`src/rtl/ps2_codes_pkg.sv`:
```
// Shared PS/2 set-2 scan-code constants and decoder FSM state encoding
// for the keyboard-driven switch selector.
package ps2_codes_pkg;

    localparam logic [7:0] CODE_DIGIT [10] = '{
        8'h45, 8'h16, 8'h1E, 8'h26, 8'h25,
        8'h2E, 8'h36, 8'h3D, 8'h3E, 8'h46
    };
    localparam logic [7:0] CODE_ESC   = 8'h76;
    localparam logic [7:0] CODE_EXT   = 8'hE0;
    localparam logic [7:0] CODE_BREAK = 8'hF0;

    typedef enum logic [1:0] {
        IDLE,
        BREAK,
        EXT,
        EXT_BREAK
    } ps2_state_e;

    function automatic logic [9:0] digit_onehot(input logic [3:0] d);
        return 10'd1 << d;
    endfunction

endpackage

```
`src/rtl/ps2_key_select_if.sv`:
```
// Byte-stream input and selection outputs of the PS/2 key selector.
interface ps2_key_select_if;

    logic [7:0] ps2_byte;
    logic       ps2_byte_valid;
    logic [9:0] sel;
    logic       key_event;
    logic [3:0] key_code;

    modport master (
        output ps2_byte, ps2_byte_valid,
        input  sel, key_event, key_code
    );

    modport slave (
        input  ps2_byte, ps2_byte_valid,
        output sel, key_event, key_code
    );

endinterface

```
`src/rtl/ps2_digit_decode.sv`:
```
// Combinational lookup from a scan-code byte to a digit index or the Esc key.
module ps2_digit_decode
    import ps2_codes_pkg::*;
(
    input  logic [7:0] code_byte,
    output logic       is_digit,
    output logic [3:0] digit,
    output logic       is_esc
);

    always_comb begin
        is_digit = 1'b0;
        digit    = 4'd0;
        is_esc   = (code_byte == CODE_ESC);
        for (int i = 0; i < 10; i++) begin
            if (code_byte == CODE_DIGIT[i]) begin
                is_digit = 1'b1;
                digit    = 4'(i);
            end
        end
    end

endmodule

```
`src/rtl/ps2_key_select.sv`:
```
// Turns PS/2 digit key presses into a registered 10-bit switch-style selection,
// tracking make/break/extended prefixes with a timeout on dangling prefixes.
module ps2_key_select
    import ps2_codes_pkg::*;
#(
    parameter int TOGGLE_MODE    = 1,
    parameter int TIMEOUT_CYCLES = 2_500_000
) (
    input  logic              CLOCK_50,
    input  logic              resetn,
    ps2_key_select_if.slave   bus
);

    localparam int CW = ($clog2(TIMEOUT_CYCLES) > 0) ? $clog2(TIMEOUT_CYCLES) : 1;
    localparam logic [CW-1:0] CNT_LAST = CW'(TIMEOUT_CYCLES - 1);

    ps2_state_e    state, state_n;
    logic [9:0]    sel_q, sel_n;
    logic [9:0]    held_q, held_n;
    logic          event_q, event_n;
    logic [3:0]    code_q, code_n;
    logic [CW-1:0] cnt_q, cnt_n;

    logic          is_digit;
    logic [3:0]    digit;
    logic          is_esc;

    ps2_digit_decode u_decode (
        .code_byte (bus.ps2_byte),
        .is_digit  (is_digit),
        .digit     (digit),
        .is_esc    (is_esc)
    );

    always_ff @(posedge CLOCK_50) begin
        if (!resetn) begin
            state <= IDLE;
        end else begin
            state <= state_n;
        end
    end

    // A pending prefix ages out after TIMEOUT_CYCLES quiet cycles, but a byte
    // landing on the expiry cycle still belongs to the prefix.
    // key_event fires on every accepted (non-repeat) digit make.
    always_comb begin
        state_n = state;
        sel_n   = sel_q;
        held_n  = held_q;
        event_n = 1'b0;
        code_n  = code_q;
        cnt_n   = cnt_q;

        if (bus.ps2_byte_valid) begin
            cnt_n = '0;
            case (state)
                IDLE: begin
                    if (bus.ps2_byte == CODE_BREAK) begin
                        state_n = BREAK;
                    end else if (bus.ps2_byte == CODE_EXT) begin
                        state_n = EXT;
                    end else if (is_digit && !held_q[digit]) begin
                        held_n[digit] = 1'b1;
                        sel_n   = (TOGGLE_MODE != 0) ? (sel_q ^ digit_onehot(digit))
                                                     : digit_onehot(digit);
                        event_n = 1'b1;
                        code_n  = digit;
                    end else if (is_esc) begin
                        sel_n = '0;
                    end
                end
                BREAK: begin
                    if (is_digit) begin
                        held_n[digit] = 1'b0;
                    end
                    state_n = IDLE;
                end
                EXT: begin
                    state_n = (bus.ps2_byte == CODE_BREAK) ? EXT_BREAK : IDLE;
                end
                EXT_BREAK: begin
                    state_n = IDLE;
                end
                default: begin
                    state_n = IDLE;
                end
            endcase
        end else if (state != IDLE) begin
            if (cnt_q == CNT_LAST) begin
                state_n = IDLE;
                cnt_n   = '0;
            end else begin
                cnt_n = cnt_q + 1'b1;
            end
        end else begin
            cnt_n = '0;
        end
    end

    always_ff @(posedge CLOCK_50) begin
        if (!resetn) begin
            sel_q   <= '0;
            held_q  <= '0;
            event_q <= 1'b0;
            code_q  <= '0;
            cnt_q   <= '0;
        end else begin
            sel_q   <= sel_n;
            held_q  <= held_n;
            event_q <= event_n;
            code_q  <= code_n;
            cnt_q   <= cnt_n;
        end
    end

    assign bus.sel       = sel_q;
    assign bus.key_event = event_q;
    assign bus.key_code  = code_q;

endmodule

```
`src/flat_wrapper.sv`:
```
// flat-port wrapper written by rule: the top's interface ports become plain ports
module ps2_key_select_flat import ps2_codes_pkg::*;
#(
    parameter int TOGGLE_MODE    = 1,
    parameter int TIMEOUT_CYCLES = 2_500_000
)
  (CLOCK_50, resetn, bus_ps2_byte, bus_ps2_byte_valid, bus_sel, bus_key_event, bus_key_code);
  ps2_key_select_if bus_i ();
  input  logic CLOCK_50;
  input  logic resetn;
  input wire logic [$bits(bus_i.ps2_byte)-1:0] bus_ps2_byte;
  input wire logic [$bits(bus_i.ps2_byte_valid)-1:0] bus_ps2_byte_valid;
  output wire logic [$bits(bus_i.sel)-1:0] bus_sel;
  output wire logic [$bits(bus_i.key_event)-1:0] bus_key_event;
  output wire logic [$bits(bus_i.key_code)-1:0] bus_key_code;
  assign bus_i.ps2_byte = bus_ps2_byte;
  assign bus_i.ps2_byte_valid = bus_ps2_byte_valid;
  assign bus_sel = bus_i.sel;
  assign bus_key_event = bus_i.key_event;
  assign bus_key_code = bus_i.key_code;
  ps2_key_select #(.TOGGLE_MODE(TOGGLE_MODE), .TIMEOUT_CYCLES(TIMEOUT_CYCLES)) u_core (.CLOCK_50(CLOCK_50), .resetn(resetn), .bus(bus_i));
endmodule
```
`config.mk`:
```
export PLATFORM = sky130hd
export DESIGN_NAME = ps2_key_select_flat
export DESIGN_NICKNAME = d
export VERILOG_FILES = /design/src/rtl/ps2_codes_pkg.sv /design/src/rtl/ps2_key_select_if.sv /design/src/rtl/ps2_digit_decode.sv /design/src/rtl/ps2_key_select.sv /design/src/flat_wrapper.sv
export SDC_FILE = /design/constraint.sdc
export NUM_CORES = 1
export LEC_CHECK = 0
export ABC_CLOCK_PERIOD_IN_PS = 3700
export BUFFER_PORTS_ARGS = -buffer_cell sky130_fd_sc_hd__buf_2
export CORE_MARGIN = 1.5
export CORE_UTILIZATION = 57
export DETAILED_ROUTE_END_ITERATION = 7
export PLACE_DENSITY = 0.77
export SYNTH_ARGS = -nofsm -noshare
export SYNTH_HDL_FRONTEND = slang
export SYNTH_SLANG_ARGS = --single-unit
```
`constraint.sdc`:
```
create_clock -name CLOCK_50 -period 3.7 [get_ports CLOCK_50]
set_input_delay 0.37 -clock CLOCK_50 [delete_from_list [all_inputs] [get_ports CLOCK_50]]
set_output_delay 0.37 -clock CLOCK_50 [all_outputs]
set_load 0.005 [all_outputs]
```
==> metrics.txt, run 1 <==
outcome completed; post-route ant nets 0; Area growth, synth to finish 8.45%; Post-synth EDFFs 0; fillers 393; via count 2435; first-pass GRT wire length 10000 um; CP top delay family simple AND/OR/NAND/NOR gates; TritonCTS clock tree yes; Core ar. 0.00447 mm^2; WP data required 3.94 ns; sw frac 24.1%; RSZ-0062 raised after global routing false; Setup crit start kind input pin; Max-cap violations 0; hold crit path type input pin to flop; Crit. End Element flop; Initial Utilization 60.6%; hold_sp bus_ps2_byte_valid; mapped cell area 0.00271 mm^2; TritonCTS sink count 49; met3 Use GR 4.72%; Mapped Nets 334; Clk pin slew, worst setup/hold paths 0.10 ns; Total GRT Usage 24.4%; CP Class input pin to flop; grt met1 use 37.4%; setup TNS 0 ns; f_max 0.368 GHz; Ys Warns 0; Root Driver clkbuf_8; most frequent cells in the layout 49 x dfxtp_1, 31 x nand2_1, 31 x nor2_1, 25 x buf_2, 18 x nand3_1; switching pwr 0.240 mW; largest net degree at the start of global routing 29; share of layout cells above drive strength 1 15.0%; period utilization 73.5%; PwrDens 339 mW/mm^2; initial antenna violation count 0; # rows 24; Final HPWL DP 4350 um; Relative slew margins 44.5%; Fin. Hold Viols 0; remaining global-route overflow 0; setup repair bufs after CTS 0; crit path from bus_ps2_byte[6]; Worst path max stage delay 0.50 ns; Die ar. 0.00518 mm^2; I/O Buffers 25; VDD IR-drop max 0.000245 V; CTS buffer count 5; clock buffer depth 2; final setup fails 0; GR Layer Usage met2 34.9%; Arr. time, crit path 2.96 ns; H-tree level count 2; sequential share of the synthesized area 36.2%; Final Max Slew Viols 0; Setup WS pre-CTS 0.669 ns; vias in the first global route 2087; DRT iter0 DRCs 191; Final WS setup 0.982 ns; Crit Path Max Fanout 15; Routed WL per cell 15.2 um; DRC Markers 0; worst-path cell chain buf_2 > nand4bb_1 > or3_1 > and4_1 > o211ai_1 > nand2_1 > buf_4 > or4_1 > a21oi_1; minimum clock period 2.72 ns; nets 352; latest clock arrival within the worst-skew pair 0.31 ns; Worst path slowest cell or4_1; clock group share of total power 40.6%; IO Count 26; CP bufs+invs 2; FFs w/ async S/R, synth 0%; design internal power 0.757 mW; syn avg cell area 8.42 um^2; Slew @ Worst Pin 0.827 ns; Die Y 72.0 um; Post-Synthesis Cells 322; Seq pwr share 53.2%; register area 981 um^2; hold buffer count at cts 0; via/cell ratio 6.20; final core occ 65.7%; drt total wl 5960 um; clk_skew 0.00775 ns; P_leak 1.00 nW; Placer Congestion 0.916; die width 72.0 um; Multi-input gate area 0.00160 mm^2; ant diodes 0; busiest grt layer met1; most common cell after layout, fill and taps aside dfxtp_1; Gate power share 6.2%; Most used DFF post-synth dfxtp_1; Worst R2R Start u_core.state[0]; Cell variety after synth 60; final hold slack 0.409 ns; Post-CTS Resized 0; Yosys reg bits 49; first drt pass iteration count 5
power by group through the flow:
stage                     Sequential [mW]  Clock (mW)  Combinational (mW)
after global routing                0.531       0.436              0.0673
after global placement              0.543           0              0.0592
final                               0.530       0.405              0.0614
after CTS                           0.530       0.415              0.0605
after detailed placement            0.543           0              0.0603
after floorplan                     0.542           0              0.0454
cell families (layout without fill, tap and decap cells):
kind of cell               Yosys count  in the layout  synth area share (%)
xor gates and xnor gates            21             21                  6.79
and+or+nand+nor                    151            151                  31.8
muxes                                2              2                 0.923
AOI/OAI and AO/OA                   73             73                  19.1
adders and majority gates            1              1                 0.462
buffers and inverters               25             44                  4.76
DFF                                 49             49                  36.2
Yosys cell counts (2+ instances only):
cell,number,area (um^2)
dfxtp_1,49,981
nand2_1,31,116
nor2_1,31,116
nand3_1,18,90.1
a21oi_1,15,75.1
xor2_1,14,123
o31ai_1,10,75.1
inv_1,9,33.8
nand4_1,8,50.1
or4_1,8,60.1
clkbuf_1,7,26.3
or3_1,7,43.8
xnor2_1,7,61.3
and3_1,6,37.5
nand2b_1,6,37.5
nor2b_1,5,31.3
nor3_1,5,25.0
o21ai_1,5,25.0
a211oi_1,4,30.0
buf_2,4,20.0
o21ai_0,4,20.0
o21bai_1,4,30.0
o22ai_1,4,25.0
o41ai_1,4,35.0
a22o_1,3,26.3
a311oi_1,3,26.3
and2_1,3,18.8
buf_6,3,33.8
nor3_2,3,30.0
nor3b_1,3,22.5
a211o_1,2,17.5
a31oi_1,2,12.5
a41oi_1,2,17.5
buf_4,2,15.0
nand4b_1,2,17.5
nor4_1,2,12.5
nor4b_1,2,17.5
nor4b_4,2,47.6
o211ai_1,2,15.0
worst min-delay path: stages:
cell and delay, ns:
buf_2 0.11, a41oi_1 0.08, inv_1 0.06, a31oi_1 0.07
stage by stage:
stage / cell area [um^2] / instances / total power [mW]
floorplan: 2710 / 322 / 0.588
global placement: 2820 / 385 / 0.602
detailed placement: 2820 / 385 / 0.603
CTS: 2940 / 393 / 1.01
global route: 2940 / 393 / 1.03
finish: 2940 / 393 / 0.996
layout make-up:
type	instances	area share [%]
Clock buffer	5	2.34
Clock inverter	3	1.70
Inverter	9	1.15
Multi-Input combinational cell	248	54.4
Sequential cell	49	33.4
Tap cell	52	2.21
Timing Repair Buffer	27	4.77
path summary, 6_finish.rpt:
kind | to | slack [ns] | depth (start not counted)
worst max-delay path | u_core.bus.sel[0] | 0.98 | 9
worst min-delay path | u_core.state[1] | 0.41 | 4
worst max register to register | u_core.bus.sel[0] | 1.41 | 8
worst min register to register | u_core.cnt_q[0] | 0.47 | 1
per-layer routing:
metal,share of wire [%],vias up
met1,50,1125
met2,43,79
met5,0,-
li1,-,1223
met4,1.2,0
met3,6.1,8
Note: power is estimated with default switching activity, not from simulation.
==> run 2, diff against run 1 <==
- ABC_CLOCK_PERIOD_IN_PS: 3700 -> 2800
- clock period: 3.7 -> 2.8 ns (I/O delays scaled with it)
==> metrics.txt, run 2 (synthesis results as in run 1) <==
most frequent cells in the layout 49 x dfxtp_1, 31 x nand2_1, 31 x nor2_1, 25 x buf_2, 18 x nand3_1; Placer Congestion 0.940; latest clock arrival within the worst-skew pair 0.31 ns; minimum clock period 2.49 ns; H-tree level count 2; drt total wl 6250 um; P_leak 1.05 nW; first drt pass iteration count 5; switching pwr 0.318 mW; setup repair bufs after CTS 0; I/O Buffers 25; most common cell after layout, fill and taps aside dfxtp_1; PwrDens 416 mW/mm^2; Seq pwr share 56.0%; Final Max Slew Viols 0; design internal power 0.934 mW; sw frac 25.4%; Crit. End Element flop; R2R cell count 9; Worst path max stage delay 0.57 ns; Final HPWL DP 4500 um; Worst path slowest cell a311o_2; DRC Markers 0; Die ar. 0.00518 mm^2; Arr. time, crit path 2.73 ns; outcome completed; Slew @ Worst Pin 0.523 ns; Relative slew margins 65.1%; Routed WL per cell 15.4 um; post-route ant nets 0; Critical R2R Capture u_core.bus.key_code[1]; period utilization 88.9%; Post-CTS Resized 0; remaining global-route overflow 0; first-pass GRT wire length 10400 um; register area 981 um^2; Max-cap violations 0; hold crit path type input pin to flop; CP bufs+invs 1; Worst R2R Start u_core.state[0]; vias in the first global route 2195; Total GRT Usage 25.1%; die width 72.0 um; worst-path cell chain buf_2 > nor4b_4 > and3_2 > nor3_2 > mux2_4 > a311o_2 > or4_1 > a21oi_1; IO Count 26; TritonCTS sink count 49; CP Class input pin to flop; CTS buffer count 5; TritonCTS clock tree yes; RSZ-0062 raised after global routing false; WP depth 8; final core occ 67.3%; fillers 393; CP top delay family simple AND/OR/NAND/NOR gates; Hold EP u_core.state[1]; clock buffer depth 2; Die Y 72.0 um; Multi-input gate area 0.00160 mm^2; Tot Pwr 1.25 mW; VDD IR-drop max 0.000308 V; Setup WS pre-CTS 0.00765 ns; Initial Utilization 60.6%; placed cell count 397; # rows 24; final setup fails 0; final hold slack 0.337 ns; hold buffer count at cts 0; flop-to-flop setup slack 0.77 ns; clk_skew 0.0120 ns; clock group share of total power 37.1%; non-filler cells, final 405; placed cell area 0.00291 mm^2; ant diodes 0; Setup crit start kind input pin; initial antenna violation count 0; nets 364; via/cell ratio 6.23; WP data required 3.04 ns; Area growth, synth to finish 11.0%; share of layout cells above drive strength 1 17.8%; final instance area 0.00301 mm^2; Crit Path Max Fanout 25; largest net degree at the start of global routing 26; hold_sp bus_ps2_byte_valid; Root Driver clkbuf_8; Fin. Hold Viols 0; Clk pin slew, worst setup/hold paths 0.09 ns; Final WS setup 0.311 ns; Gate power share 7.0%; via count 2524; DRT iter0 DRCs 213; Core ar. 0.00447 mm^2; hold path cells 4; f_max 0.402 GHz; setup TNS 0 ns
==> run 2: worst min-delay path, stage by stage <==
cell	delay, ns
buf_2	0.12
a41oi_1	0.08
inv_1	0.06
a31oi_1	0.07
==> run 2: per-layer routing <==
layer / track usage, % / vias up / share of wire (%)
met5: 0 / - / 0
met4: 8.18 / 0 / 1.2
met3: 4.03 / 7 / 5.2
met2: 36.4 / 97 / 43
met1: 38.1 / 1176 / 51
li1: - / 1244 / -
==> run 2: cell type report <==
class | instances | share of cell area (%)
repair buffers | 39 | 7.65
multi-input cells | 248 | 53.2
well taps | 52 | 2.16
inverters | 9 | 1.12
clock buffers | 6 | 2.74
clock inverters | 2 | 0.541
flip-flops and latches | 49 | 32.6
==> run 2: power by group through the flow <==
stage	clock network, mW	registers, mW	logic, mW
2_1_floorplan	0	0.717	0.0600
3_3_place_gp	0	0.717	0.0832
3_5_place_dp	0	0.717	0.0853
4_1_cts	0.470	0.701	0.0858
5_1_grt	0.496	0.701	0.0952
6_report	0.464	0.701	0.0874
==> run 2: worst max-delay path by stage <==
stage                             end  slack [ns]            start
floorplan           u_core.bus.sel[0]        0.29  bus_ps2_byte[3]
global placement    u_core.bus.sel[4]        0.07  bus_ps2_byte[5]
detailed placement  u_core.bus.sel[6]       0.008  bus_ps2_byte[5]
CTS                 u_core.bus.sel[6]        0.33  bus_ps2_byte[5]
global route        u_core.bus.sel[5]        0.18  bus_ps2_byte[6]
finish              u_core.bus.sel[6]        0.31  bus_ps2_byte[5]
==> run 3, diff against run 2 <==
==> constraint.sdc (replaced) <==
create_clock -name CLOCK_50 -period 2.8 [get_ports CLOCK_50]
set_input_delay 0.56 -clock CLOCK_50 [delete_from_list [all_inputs] [get_ports CLOCK_50]]
set_output_delay 0.56 -clock CLOCK_50 [all_outputs]
set_load 0.005 [all_outputs]
==> metrics.txt, run 3 (synthesis results as in run 1) <==
f_max 0.378 GHz; vias in the first global route 2245; DRT iter0 DRCs 195; first-pass GRT wire length 10500 um; flop-to-flop setup slack 0.76 ns; share of layout cells above drive strength 1 24.5%; clk_skew 0.00674 ns; most common cell after layout, fill and taps aside dfxtp_1; post-route ant nets 0; fillers 333; nets 395; CP Class input pin to flop; WP data required 3.03 ns; setup repair bufs after CTS 0; final setup fails 0; Worst path slowest cell a311o_2; Initial Utilization 60.6%; CP bufs+invs 1; Slew @ Worst Pin 0.445 ns; CP top delay family simple AND/OR/NAND/NOR gates; Die ar. 0.00518 mm^2; minimum clock period 2.65 ns; via/cell ratio 5.98; Die Y 72.0 um; Core ar. 0.00447 mm^2; Total GRT Usage 25.5%; first drt pass iteration count 4; H-tree level count 2; TritonCTS sink count 49; hold crit path type flop to flop; CTS buffer count 5; die width 72.0 um; largest net degree at the start of global routing 29; P_leak 1.21 nW; Final Max Slew Viols 0; Setup crit start kind input pin; remaining global-route overflow 0; Final HPWL DP 4830 um; RSZ-0062 raised after global routing false; Placer Congestion 0.963; hold buffer count at cts 0; VDD IR-drop max 0.000348 V; IO Count 26; placed cell area 0.00316 mm^2; Post-CTS Resized 0; drt total wl 6450 um; outcome completed; via count 2608; clock buffer depth 2; Crit. End Element flop; DRC Markers 0; TritonCTS clock tree yes; ant diodes 0; period utilization 94.5%; Max-cap violations 0; Fin. Hold Viols 0; latest clock arrival within the worst-skew pair 0.30 ns; final core occ 72.7%; Worst path max stage delay 0.55 ns; Area growth, synth to finish 20.1%; Arr. time, crit path 2.88 ns; most frequent cells in the layout 49 x dfxtp_1, 44 x buf_4, 31 x nand2_1, 31 x nor2_1, 25 x buf_2; Relative slew margins 70.1%; I/O Buffers 25; # rows 24; worst-path cell chain buf_2 > nor4b_4 > and3_2 > nor3_2 > mux2_4 > a311o_2 > or4_1 > a21oi_1; Root Driver clkbuf_8; initial antenna violation count 0; Routed WL per cell 14.8 um; Crit Path Max Fanout 23; PwrDens 387 mW/mm^2; Clk pin slew, worst setup/hold paths 0.09 ns; final instance area 0.00325 mm^2
==> run 3: changes by cell type in the layout (fill, tap and decap cells not counted), sizes merged <==
cell and change:
buf +31
==> run 3: worst paths after layout <==
check | start | to | depth (start not counted)
setup / recovery | bus_ps2_byte[5] | u_core.bus.sel[4] | 8
setup reg to reg | u_core.state[0] | u_core.bus.sel[4] | 8
hold reg to reg | u_core.cnt_q[0] | u_core.cnt_q[0] | 1
hold / removal | u_core.cnt_q[0] | u_core.cnt_q[0] | 1
==> run 3: where the power goes <==
group / switching [mW] / internal, mW
clock: 0.248 / 0.204
sequential: 0.00204 / 0.699
combinational: 0.0607 / 0.0472
total: 0.311 / 0.950
==> run 3: worst register-to-register path: stages, from the launching register on <==
cell	delay (ns)
dfxtp_1	0.34
nor2b_1	0.17
nor2b_1	0.15
o2111ai_1	0.14
a31oi_1	0.21
nand2_1	0.12
buf_12	0.18
or4_1	0.50
a21oi_1	0.16
==> run 3: cell type report <==
cell class	instances	area (um^2)	area share, %
clock buffer	6	82.6	2.54
clock inverter	2	16.3	0.500
inverter	9	33.8	1.04
multi-input combinational	248	1600	49.2
sequential	49	981	30.1
tap	52	65.1	2.00
timing repair buffer	70	475	14.6
==> run 3: metrics by stage <==
| step | total power, mW | instances | setup WS [ns] | hold slack [ns] | TNS (ns) |
|---|---|---|---|---|---|
| finish | 1.26 | 436 | 0.154 | 0.472 | 0 |
| CTS | 1.27 | 436 | 0.180 | 0.477 | 0 |
| global placement | 0.820 | 428 | -0.0981 | 0.441 | -1.28 |
| detailed placement | 0.823 | 428 | -0.157 | 0.454 | -2.19 |
| floorplan | 0.777 | 322 | 0.00845 | 0.430 | 0 |
| global route | 1.30 | 436 | 0.0275 | 0.486 | 0 |
==> run 3: per-layer routing <==
metal  up-vias  global-route usage, %  routed length [um]
li1       1306                      -                   -
met1      1212                   37.7                3220
met2        81                   38.7                2790
met3         9                   3.75                 330
met4         0                   7.97                 108
met5         -                      0                   0
